<file path="src/rtl/aes_sched_pkg.sv">
// Shared types and constants for the AES round scheduler: slot record layout and round-count defaults.
package aes_sched_pkg;

    localparam int AES128_ROUNDS = 10;
    localparam int ROUND_W       = 4;
    localparam int MAX_TAG_W     = 16;

    // valid is the MSB so generic pipes can find it without knowing the layout
    typedef struct packed {
        logic                 valid;
        logic [ROUND_W-1:0]   round;
        logic [MAX_TAG_W-1:0] tag;
    } slot_t;

    localparam int SLOT_W = $bits(slot_t);

endpackage

</file>
<file path="src/rtl/aes_slot_pipe.sv">
// Fixed-depth delay line of slot records, cleared by a synchronous active-low reset.
// The MSB of each record is its valid bit; any_valid reports whether any stage holds a block.
module aes_slot_pipe
    import aes_sched_pkg::*;
#(
    parameter int DEPTH = 4,
    parameter int WIDTH = SLOT_W
) (
    input  logic             clk,
    input  logic             rst_n,
    input  logic [WIDTH-1:0] d,
    output logic [WIDTH-1:0] q,
    output logic             any_valid
);

    logic [WIDTH-1:0] stage [DEPTH];

    always_ff @(posedge clk) begin
        if (!rst_n) begin
            for (int i = 0; i < DEPTH; i++) stage[i] <= '0;
        end else begin
            stage[0] <= d;
            for (int i = 1; i < DEPTH; i++) stage[i] <= stage[i-1];
        end
    end

    always_comb begin
        any_valid = 1'b0;
        for (int i = 0; i < DEPTH; i++) any_valid = any_valid | stage[i][WIDTH-1];
    end

    assign q = stage[DEPTH-1];

endmodule

</file>
<file path="src/rtl/aes_round_scheduler.sv">
// Issue scheduler for an iterated AES datapath: a ring of round-loop slots plus a final-round pipe.
// Optional performance counters are enabled with the AES_SCHED_PERF_EN macro.
module aes_round_scheduler
    import aes_sched_pkg::*;
#(
    parameter int LOOP_DEPTH  = 4,
    parameter int FINAL_DEPTH = 3,
    parameter int NUM_ROUNDS  = AES128_ROUNDS,
    parameter int TAG_W       = 4
) (
    input  logic               clk,
    input  logic               rst_n,
    input  logic               key_ready,
    input  logic               in_valid,
    output logic               in_ready,
    input  logic [TAG_W-1:0]   in_tag,
    output logic               loop_en,
    output logic               loop_sel,
    output logic [ROUND_W-1:0] loop_round,
    output logic [TAG_W-1:0]   loop_tag,
    output logic               final_en,
    output logic [TAG_W-1:0]   final_tag,
    output logic               out_valid,
    output logic [TAG_W-1:0]   out_tag,
    output logic               busy
`ifdef AES_SCHED_PERF_EN
    ,
    output logic [15:0]        perf_admit_cnt,
    output logic [15:0]        perf_stall_cnt
`endif
);

    localparam logic [ROUND_W-1:0] LAST_LOOP_ROUND = ROUND_W'(NUM_ROUNDS - 1);

    slot_t            ring_in;
    slot_t            ring_exit;
    logic             ring_busy;
    logic [TAG_W:0]   fin_in;
    logic [TAG_W:0]   fin_out;
    logic             fin_busy;
    logic             recirc;
    logic             to_final;
    logic             admit;

    // Recirculation owns the entry slot, so it pre-empts admission in the same cycle.
    assign recirc   = rst_n & ring_exit.valid & (ring_exit.round < LAST_LOOP_ROUND);
    assign to_final = rst_n & ring_exit.valid & ~(ring_exit.round < LAST_LOOP_ROUND);
    assign in_ready = rst_n & key_ready & ~recirc;
    assign admit    = in_valid & in_ready;

    always_comb begin
        ring_in = '0;
        if (recirc) begin
            ring_in       = ring_exit;
            ring_in.round = ring_exit.round + ROUND_W'(1);
        end else if (admit) begin
            ring_in.valid = 1'b1;
            ring_in.round = ROUND_W'(1);
            ring_in.tag   = MAX_TAG_W'(in_tag);
        end
    end

    assign loop_en    = ring_in.valid;
    assign loop_sel   = recirc;
    assign loop_round = ring_in.round;
    assign loop_tag   = ring_in.tag[TAG_W-1:0];

    assign final_en  = to_final;
    assign final_tag = to_final ? ring_exit.tag[TAG_W-1:0] : '0;
    assign fin_in    = {final_en, final_tag};

    aes_slot_pipe #(
        .DEPTH (LOOP_DEPTH),
        .WIDTH (SLOT_W)
    ) u_ring (
        .clk       (clk),
        .rst_n     (rst_n),
        .d         (ring_in),
        .q         (ring_exit),
        .any_valid (ring_busy)
    );

    aes_slot_pipe #(
        .DEPTH (FINAL_DEPTH),
        .WIDTH (TAG_W + 1)
    ) u_final (
        .clk       (clk),
        .rst_n     (rst_n),
        .d         (fin_in),
        .q         (fin_out),
        .any_valid (fin_busy)
    );

    assign out_valid = rst_n & fin_out[TAG_W];
    assign out_tag   = fin_out[TAG_W-1:0];
    assign busy      = ring_busy | fin_busy;

`ifdef AES_SCHED_PERF_EN
    // Both counters stick at all-ones rather than wrapping.
    always_ff @(posedge clk) begin
        if (!rst_n) begin
            perf_admit_cnt <= '0;
            perf_stall_cnt <= '0;
        end else begin
            if (admit && (perf_admit_cnt != 16'hFFFF))
                perf_admit_cnt <= perf_admit_cnt + 16'd1;
            if (in_valid && !in_ready && (perf_stall_cnt != 16'hFFFF))
                perf_stall_cnt <= perf_stall_cnt + 16'd1;
        end
    end
`endif

endmodule

</file>
<file path="config.mk">
export PLATFORM = sky130hd
export DESIGN_NAME = aes_round_scheduler
export DESIGN_NICKNAME = d
export VERILOG_FILES = /design/src/rtl/aes_sched_pkg.sv /design/src/rtl/aes_slot_pipe.sv /design/src/rtl/aes_round_scheduler.sv
export SDC_FILE = /design/constraint.sdc
export NUM_CORES = 1
export LEC_CHECK = 0
export ABC_AREA = 1
export CORE_MARGIN = 1
export CORE_UTILIZATION = 45
export CTS_CLUSTER_SIZE = 12
export DETAILED_ROUTE_END_ITERATION = 10
export GPL_TIMING_DRIVEN = 0
export PLACE_DENSITY = 0.73
export SKIP_LAST_GASP = 1
export SLEW_MARGIN = 20
export SYNTH_ARGS = -nofsm -noshare
export SYNTH_HDL_FRONTEND = slang
export SYNTH_SLANG_ARGS = --single-unit
</file>
<file path="constraint.sdc">
create_clock -name clk -period 1.1 [get_ports clk]
set_input_delay 0.11 -clock clk [delete_from_list [all_inputs] [get_ports clk]]
set_output_delay 0.11 -clock clk [all_outputs]
set_load 0.02 [all_outputs]
</file>
==> flow_summary_export.csv <==
group,metric,value,unit
run_status,status,"finished, violations left",
run_status,violations,"negative setup slack",
worst_setup_path,cpMaxStageDelayCell,"dfxtp_4",
clocking,clk_transition_reported_paths,90,ps
timing,rsz0062_at_grt,"yes",
synthesis,synthTopCellsByArea,"dfxtp_1 (61%), nand2_1 (12%), inv_1 (11%)",
timing,finalCritPeriodShare,153,%
synthesis,synth_cell_types,18,
drt,wl_met2,1660,µm
clocking,clkLatencyLatePin,300,ps
min_path,hold_class,"flip-flop to flip-flop",
min_path,min_to,"u_ring.stage[2][2]",
timing,tightestPinTransition,262,ps
cells_and_area,postLayoutCoreUtil,71.5,%
drt,first_pass_iters,5,
cells_and_area,antenna_cells,0,
worst_setup_path,max_stage_delay,370,ps
synthesis,synth_nets,209,
global_route,grt_pass1_vias,1207,
worst_setup_path,worstPathMaxFanout,6,
placed_design,portBuffers,29,
drt,routed-via-count,1299,
timing,finClkSkew,6.52,ps
timing,report.final.hold_viol_count,0,
worst_setup_path,reg2regPathDepth,9,
timing,worst_slack,-580,ps
synthesis,synth_cells,199,
floorplanning,dieArea,3970,µm²
min_path,whs_path_depth,2,
power,switching_share,19.6,%
synthesis,yosysTopAreaCell,"dfxtp_1",
power,comb_power_share,4.6,%
global_route,antenna_found_initial,0,
job,maxCapViolations,0,
synthesis,syn_avg_cell_area,8.43,µm²
clocking,ctsRootBufferMaster,"clkbuf_8",
drt,dr_wl_met3,159,µm
power,finalPower,0.00354,W
power,p_clk_share,42.7,%
power,p_switching,0.000695,W
drt,wl_met1,1390,µm
worst_setup_path,crit_path_end_kind,"output pin",
timing,clock.fmax,595,MHz
worst_setup_path,critPathLaunchType,"flip-flop",
clocking,clkSinkCount,51,
placed_design,hpwl,2000,µm
cells_and_area,multi_input_area,534,µm²
drt,drc,0,
cells_and_area,drive_gt1_share,37.3,%
placed_design,gp_congestion,0.719,
cells_and_area,seqCellArea,1030,µm²
power,peakVddDrop,932,µV
timing,finalSetupTns,-9180,ps
clocking,cts_tree,"built",
cells_and_area,final_cell_count_no_fill,301,
synthesis,netlist_area,1680,µm²
min_path,min_from,"u_ring.stage[1][2]",
power,seq_power_share,52.7,%
global_route,grt_max_degree,19,
drt,ant_nets,0,
worst_setup_path,worstPathRequired,990,ps
clocking,clockBufferDepth,2,
cells_and_area,syn_to_final_growth,46.9,%
clocking,cts-buffers-inserted,5,
placed_design,place_ws,-828,ps
floorplanning,num_rows,21,
global_route,grt_pass1_wl,5130,µm
worst_setup_path,path_cells,"inv_4 > ha_4 > nand2_4 > nand2_4 > nand2_8 > buf_8 > nand4_1 > nand2_2 > buf_6",
floorplanning,core,3440,µm²
synthesis,yosys_warnings,0,
drt,viasPerCell,4.32,
floorplanning,num_io_pins,30,
global_route,grt.overflow.total,0,
synthesis,yosysSeqAreaShare,60.9,%
clocking,hold_buffers,0,
timing,relSlewSlack,82.5,%
worst_setup_path,r2r_slack,-230,ps
power,internal_power,0.00285,W
worst_setup_path,cp_common_cell,"nand2_4",
clocking,htreeDepth,2,
worst_setup_path,r2r-end,"u_ring.stage[0][16]",
cells_and_area,nets,264,
drt,drtIter0Drc,39,
timing,finalSetupViolCount,27,
worst_setup_path,r2r-start,"u_ring.stage[3][16]",
floorplanning,die_y,63.0,µm
drt,wl_per_cell,10.8,µm
worst_setup_path,worst-setup-path-type,"flip-flop to output pin",
synthesis,yosys.area.top_type_share,60.9,%
timing,fin_crit,1680,ps
power,p_leak,1.41,nW
drt,routed_wirelength,3260,µm
floorplanning,initial_core_util,48.7,%
synthesis,ys_ff_latch,51,
timing,slew_viol_final,0,
worst_setup_path,arrival,1570,ps
drt,highest_layer,"met4",
power,power.density,1440,nW/µm²
floorplanning,die-width,63.0,µm
global_route,grt_usage,17.1,%
placed_design,dp_cells,274,
cells_and_area,nFillCells,254,
-- layout make-up --
type                       count  area share, %
sequential                    51           41.8
buffer                         8           2.79
clock buffer                   5           2.79
inverter                      52           8.13
timing repair buffer          49           17.7
multi-input combinational     87           21.7
tap                           46           2.34
clock inverter                 3           2.74
-- flip-flops by register name, indices dropped and copies added (netlist names) --
name	cells
u_ring.stage	36
u_final.stage	15
-- layout by cell type, fill, tap and decap left out, types with 2 or more instances in the layout --
cell,Yosys,final
buf_6,0,19
inv_2,3,5
nand2_4,1,3
nor2_1,13,5
nand2_1,55,48
buf_2,2,7
nand2_2,3,7
nor3_1,2,2
bufinv_16,0,2
o21ai_2,0,2
buf_4,6,23
clkdlybuf4s50_1,0,6
nand4_1,4,4
inv_4,0,2
nor2_4,0,7
clkbuf_8,0,5
dfxtp_1,51,47
dfxtp_2,0,3
inv_1,49,45
-- stage by stage --
| stage | hold WS (ps) | cell area (µm²) |
|---|---|---|
| floorplan | 289 | 1750 |
| global placement | 391 | 2100 |
| finish | 416 | 2460 |
| detailed placement | 399 | 2100 |
| global route | 431 | 2460 |
| CTS | 421 | 2430 |
-- how the worst max path moves through the flow --
stage                              startpoint           to  slack, ps  cells after the start
after floorplan           u_ring.stage[3][16]  loop_tag[1]       -130                      8
after global placement                  rst_n  loop_tag[3]       -820                      8
after detailed placement                rst_n  loop_tag[3]       -830                      8
after CTS                 u_ring.stage[3][16]  loop_tag[1]       -580                      9
after global routing      u_ring.stage[3][16]  loop_tag[1]       -650                      9
final                     u_ring.stage[3][16]  loop_tag[1]       -580                      9
-- Yosys cell counts --
library cell,count
inv_1,49
nor3_1,2
nor4_1,1
nand2_2,3
ha_1,2
nand2_1,55
o21a_1,2
nand2_4,1
nand4_1,4
nor2_1,13
dfxtp_1,51
inv_2,3
xnor2_1,1
buf_2,2
buf_4,6
o21ai_1,2
nand3_1,1
buf_8,1
-- what timing repair did --
action / in CTS / in global routing
buffers inserted: 20 / 4
resized for setup: 131 / 18
pin swaps: 8 / 8
setup endpoints to repair: 34 / 34
-- per-layer routing --
layer  vias up  track usage [%]
met5         -                0
met4         0             7.85
met3         4             5.47
met2        30             29.2
met1       595             19.2
li1        670                -
-- critical path, delay by kind of cell (launching register included) --
kind,cells,cell delay (ps)
adders and majority gates,1,150
DFF,1,370
and+or+nand+nor,5,470
buffers and inverters,3,270
-- power by group through the flow --
stage / registers, W / logic, W / clock network, W
2_1_floorplan: 0.00191 / 0.0000693 / 0
3_3_place_gp: 0.00191 / 0.000136 / 0
3_5_place_dp: 0.00191 / 0.000137 / 0
4_1_cts: 0.00186 / 0.000152 / 0.00152
5_1_grt: 0.00187 / 0.000174 / 0.00162
6_report: 0.00186 / 0.000163 / 0.00151
-- cell families (layout without fill, tap and decap cells) --
group	Yosys count	in the layout	synth area share, %
AND/OR/NAND/NOR	80	80	19.8
buffers and inverters	61	117	15.8
flip-flops	51	51	60.9
AO/OA/AOI/OAI	4	4	1.49
adder cells (fa/ha/maj)	2	2	1.49
XOR/XNOR	1	1	0.522
Power figures use the tool's default switching activity.
